[src/rtl/dff_bank_arbiter_pkg.sv]
// Shared definitions for the two-requester register arbiter: FSM state
// encodings and the default data width.
package dff_bank_arbiter_pkg;

  localparam int DEFAULT_WIDTH = 4;

  // 2'b11 is never entered on purpose; the FSM steers it back to IDLE.
  typedef enum logic [1:0] {
    ST_IDLE = 2'b00,
    ST_LOAD = 2'b01,
    ST_ACK  = 2'b10,
    ST_RSVD = 2'b11
  } state_t;

endpackage

[src/rtl/dff_bank_arbiter_reg_en_sr.sv]
// WIDTH-bit storage register with synchronous active-high reset and a
// load enable. Reset takes priority over load.
module reg_en_sr #(
  parameter int WIDTH = 4
) (
  input  logic             clk,
  input  logic             rst,
  input  logic             en,
  input  logic [WIDTH-1:0] d,
  output logic [WIDTH-1:0] q
);

  // Clear on reset, otherwise capture d when enabled, else hold.
  always_ff @(posedge clk) begin
    // NOTE: sequential state uses non-blocking assignments so every register
    // samples pre-edge values regardless of process ordering.
    if (rst)     q <= '0;
    else if (en) q <= d;
  end

endmodule

[src/rtl/dff_bank_arbiter.sv]
// Round-robin arbiter and write sequencer giving two requesters fair,
// exclusive write access to one shared register through a four-phase
// REQ/ACK handshake: IDLE -> LOAD (grant, one cycle) -> ACK (until REQ drops).
module dff_bank_arbiter
  import dff_bank_arbiter_pkg::*;
#(
  parameter int WIDTH = DEFAULT_WIDTH
) (
  input  logic             C,
  input  logic             RE,
  input  logic             REQ0,
  input  logic [WIDTH-1:0] D0,
  input  logic             REQ1,
  input  logic [WIDTH-1:0] D1,
  output logic             GNT0,
  output logic             GNT1,
  output logic             ACK0,
  output logic             ACK1,
  output logic [WIDTH-1:0] Q,
  output logic             BUSY
);

  state_t state, state_next;
  logic   sel, sel_next;   // current owner of the register
  logic   pri, pri_next;   // requester favoured on a simultaneous request

  logic             req_sel;
  logic [WIDTH-1:0] d_sel;

  assign req_sel = sel ? REQ1 : REQ0;
  assign d_sel   = sel ? D1   : D0;

  // State, owner and priority registers; reset wins over every transition.
  always_ff @(posedge C) begin
    if (RE) begin
      state <= ST_IDLE;
      sel   <= 1'b0;
      pri   <= 1'b0;
    end else begin
      state <= state_next;
      sel   <= sel_next;
      pri   <= pri_next;
    end
  end

  // Next-state logic: pick an owner in IDLE, flip priority after each load.
  always_comb begin
    // NOTE: every output of this block gets a default first, so no path
    // leaves a signal unassigned and no latch is inferred.
    state_next = state;
    sel_next   = sel;
    pri_next   = pri;
    unique case (state)
      ST_IDLE: begin
        if (REQ0 && REQ1) begin
          sel_next   = pri;
          state_next = ST_LOAD;
        end else if (REQ0) begin
          sel_next   = 1'b0;
          state_next = ST_LOAD;
        end else if (REQ1) begin
          sel_next   = 1'b1;
          state_next = ST_LOAD;
        end
      end
      ST_LOAD: begin
        pri_next   = ~sel;
        state_next = ST_ACK;
      end
      ST_ACK: begin
        if (!req_sel) state_next = ST_IDLE;
      end
      default: state_next = ST_IDLE;
    endcase
  end

  // Moore output decode from state and owner; the reserved code asserts
  // nothing, including BUSY.
  assign GNT0 = (state == ST_LOAD) && !sel;
  assign GNT1 = (state == ST_LOAD) &&  sel;
  assign ACK0 = (state == ST_ACK)  && !sel;
  assign ACK1 = (state == ST_ACK)  &&  sel;
  assign BUSY = (state == ST_LOAD) || (state == ST_ACK);

  // Shared register: written only at the end of LOAD with the owner's data.
  reg_en_sr #(.WIDTH(WIDTH)) u_reg (
    .clk (C),
    .rst (RE),
    .en  (state == ST_LOAD),
    .d   (d_sel),
    .q   (Q)
  );

endmodule

[config.mk]
export PLATFORM = sky130hd
export DESIGN_NAME = dff_bank_arbiter
export DESIGN_NICKNAME = d
export VERILOG_FILES = /design/src/rtl/dff_bank_arbiter_pkg.sv /design/src/rtl/dff_bank_arbiter_reg_en_sr.sv /design/src/rtl/dff_bank_arbiter.sv
export SDC_FILE = /design/constraint.sdc
export NUM_CORES = 1
export LEC_CHECK = 0
export ABC_AREA = 1
export ABC_CLOCK_PERIOD_IN_PS = 1100
export CORE_MARGIN = 2
export CORE_UTILIZATION = 35
export DETAILED_ROUTE_END_ITERATION = 12
export GPL_TIMING_DRIVEN = 0
export PLACE_DENSITY = 0.82
export SYNTH_ARGS = -nofsm -noshare
export SYNTH_HDL_FRONTEND = slang
export SYNTH_SLANG_ARGS = --single-unit
[constraint.sdc]
create_clock -name C -period 1.1 [get_ports C]
set_input_delay 0.22 -clock C [delete_from_list [all_inputs] [get_ports C]]
set_output_delay 0.22 -clock C [all_outputs]
set_load 0.1 [all_outputs]
==> results.txt, run 1 <==
* Final worst setup slack: -0.317 ns
- Share of flip-flops with an asynchronous set or reset after synthesis: 0%
- Final setup vio count: 11
- In this run the number of H-tree levels came out at 1.
- Synthesized area: roughly 460 sq um
* Crit path max-delay cell type: sky130_fd_sc_hd__dfxtp_4
* Fraction of met1 tracks used by global routing: around 26%
- Dividing the detail-routed wire length by the instance count gives about 14 microns.
- Setup repair after global routing could not meet its margin everywhere.
- The worst setup path is of the reg2out kind.
- The floorplan step defined a core boundary enclosing approximately 1300 sq um.
- Row count: 13
- Number of buffers inserted by hold repair at cts: 0
- Sinks on Clock Net: 8
- Gate count after technology mapping: 71
- Initial Util: 36.3%
- The die covers between 1500 and 2000 sq um.
* Sequential element share of the synthesized area: about a third
- Syn_nets: between 80 and 90
* Cell family contributing the most delay on the critical path: flip-flops
- Total count of hold-check failures in the final report: 0
- Global routing consumed, over all layers together, between 20% and 30% of the routing resources.
- The checks that failed: setup timing.
- In this run the static leakage power is between 0.4 and 0.5 nW.
* Post-route fraction of the period consumed by the critical path: 129%
- Gr busiest metal: met2
- Class of the worst hold path: in2reg
- Dominant cell type by area after synthesis: sky130_fd_sc_hd__dfxtp_1
* Buffer type at the clock tree root: sky130_fd_sc_hd__clkbuf_4
* Clock skew after layout: approximately 0.0011 ns
- The number of antenna violations at the first check in global routing came to 0.
- For met2 alone, demand over resource in global routing was between 30% and 40%.
- Detailed router's first-iteration violation count: 11
* Count of non-filler cells in the finished layout: about 120
- Synthesized area per cell: approximately 6.5 sq um
- Compared with the post-synthesis result, the final layout area differs by 106%.
- For this run the aggregate overflow at the end of global routing stands at 0.
* Sum of internal, switching and leakage power: 2.06 mW
* Number of warning messages in the yosys log: 0
- STA classifies the critical path startpoint as a flip-flop.
- Entering global routing, the biggest net connects 8 pins.
- The signal on the critical path passes through inv_4 -> ha_4 -> nand2_2 -> clkinvlp_4 -> buf_12.
- I/O Pins: 21
- Across all layers, the routed design uses 577 vias.
* Startpoint of the lowest-slack hold path: RE
* Filler instances: 95
- Global routing consumed, on the met3 layer, 1.67% of the routing resources.
- The die is a little over 40 microns tall.
* Total iterations of the first detailed-routing run: 4
* Number of synthesized register bits: 8
* Clock edge transition at the registers on the reported setup and hold paths: 0.06 ns
- Summed negative setup slack over all endpoints: -2.02 ns
* Final Core Density: 74.7%
- With fillers left out, the area of the finished cells amounts to 947 sq um.
* Number of max-cap violations: 0
- After detailed routing, the total wire length is around 1600 microns.
- Vias per cell: just under 5
- Port buffering added 20 buffers.
- The number of buffers and inverters on the critical path is 3.
- Maximum clock insertion buffer count: 2
* CP startpoint: state[0]
- After detailed routing, the number of remaining DRC violations is 0.
- Maximum VDD drop: ~0.0014 V
- Clock latency at the later pin of the worst-skew pair: 0.26 ns
- Fmax: just over 0.7 GHz
- Share of Yosys cell area claimed by the top area cell type: around a third
- Die Span X: 40.3 microns
- The startpoint identified for the worst register-to-register timing path is state[1].
- Crit-path max cell delay: about 0.38 ns
- By instance count, the leading cell after synthesis is sky130_fd_sc_hd__nand2_1.
- Status: finished with violations
- Number of instances in the placed design: 106
- Largest driver fanout on the critical path: 3
- Ys flop type: sky130_fd_sc_hd__dfxtp_1
- The first global-routing pass estimated about 2200 microns of wire.
* Setup crit end kind: primary output
- Post-route ant nets: 0
* Worst slew pin tran: approximately 0.28 ns
- Reg area: 169 sq um
- Total area of multi-input combinational cells: between 300 and 400 sq um
- Yosys mapped the design onto 13 distinct sky130hd cell types.
* Number of synthesized flops with an enable pin: 0
- STA puts the critical path data required time at between 0.8 and 0.9 ns.
- The post-route netlist has ~47% of its cells at a drive strength greater than 1.
- For the finished layout, the period the worst path requires is 1.42 ns.
- At the end of routability-driven placement, the weighted congestion stood at 0.740.
- TritonCTS built the clock tree.
* Power density over cell area: between 2000 and 2500 nW/um^2
- Max transition margin: 81.2%
- Most numerous cell types in the synthesized netlist: sky130_fd_sc_hd__nand2_1, sky130_fd_sc_hd__inv_1, sky130_fd_sc_hd__dfxtp_1
* Final net count: ~120
- 0 antenna diodes ended up in the layout.
- Synth top area cells: sky130_fd_sc_hd__dfxtp_1, sky130_fd_sc_hd__nand2_1, sky130_fd_sc_hd__inv_1
- Clock tree synthesis inserted a total of 3 buffers.
* Crit path DAT: between 1 and 1.5 ns
* Area after detailed placement: about 720 sq um
- The number of max-slew violations in the final report was 0.
- The via count of the first global-routing pass was 524.
- HPWL after detailed placement: between 800 and 900 microns
worst reg2reg max path: cells and delay by family, from the launching register on:
kind / cells / cell delay [ns]
adder cells (fa/ha/maj): 1 / 0.17
buffers and inverters: 4 / 0.36
flip-flops: 1 / 0.37
AND/OR/NAND/NOR: 3 / 0.22
per-stage QoR:
step | hold slack, ns | setup WS (ns)
floorplan | 0.289 | -0.334
global placement | 0.489 | -1.10
detailed placement | 0.500 | -1.12
CTS | 0.514 | -0.305
global route | 0.551 | -0.355
finish | 0.521 | -0.317
power breakdown:
part	leakage [nW]	internal, mW	total (mW)	switching (mW)
Clock	0.0138	0.126	0.243	0.117
Sequential	0.0674	0.363	0.442	0.0787
Combinational	0.388	0.507	1.37	0.866
Total	0.469	0.996	2.06	1.06
worst paths after layout:
| path | to | slack [ns] | cells past startpoint |
|---|---|---|---|
| max | ACK1 | -0.32 | 5 |
| min | sel | 0.52 | 2 |
| max reg2reg | state[1] | -0.10 | 8 |
| min reg2reg | pri | 0.57 | 2 |
layer usage:
layer  routed length, microns  up-vias
li1                         -      279
met1                      665      276
met2                      853       20
met3                       67        2
met4                       10        0
met5                        0        -
cells in the final DEF (no fill, tap or decap), drive strengths merged:
master / netlist / routed
clkdlybuf4s50: 0 / 11
buf: 0 / 16
nand3: 7 / 7
o21ai: 2 / 2
a21oi: 1 / 1
clkbuf: 0 / 3
nor2: 6 / 6
ha: 4 / 4
clkinvlp: 0 / 1
clkinv: 0 / 1
nand2: 23 / 23
inv: 17 / 15
nand4: 2 / 2
o211ai: 1 / 1
dfxtp: 8 / 8
cell families (layout without fill, tap and decap cells):
group	after synthesis	count (layout)	share of synthesized area [%]
AND/OR/NAND/NOR	38	38	35.6
buffers and inverters	17	47	13.9
AO/OA/AOI/OAI	4	4	4.89
adder cells (fa/ha/maj)	4	4	10.9
flip-flops	8	8	34.8
final cells by class:
class,instances,area share (%)
Multi-Input combinational cell,46,36.1
Timing Repair Buffer,27,33.3
Sequential cell,8,17.8
Inverter,17,8.45
Clock buffer,3,2.38
Tap cell,15,1.98
sequential cells by signal (all words and copies together) (netlist names):
name and flops:
state 2, sel 1, u_reg.q 4, pri 1
timing repair:
item,CTS,global route
setup buffers,6,3
endpoints found under the hold margin,0,0
pin swaps,6,6
setup endpoints to repair,14,15
gates resized for setup,93,11
(Power assumes the default switching activity.)
==> run 2, diff against run 1 <==
Settings changed: HOLD_SLACK_MARGIN set to 0.03.
==> results of run 2 <==
The final DEF is identical to that of run 1; final timing and power are the same.
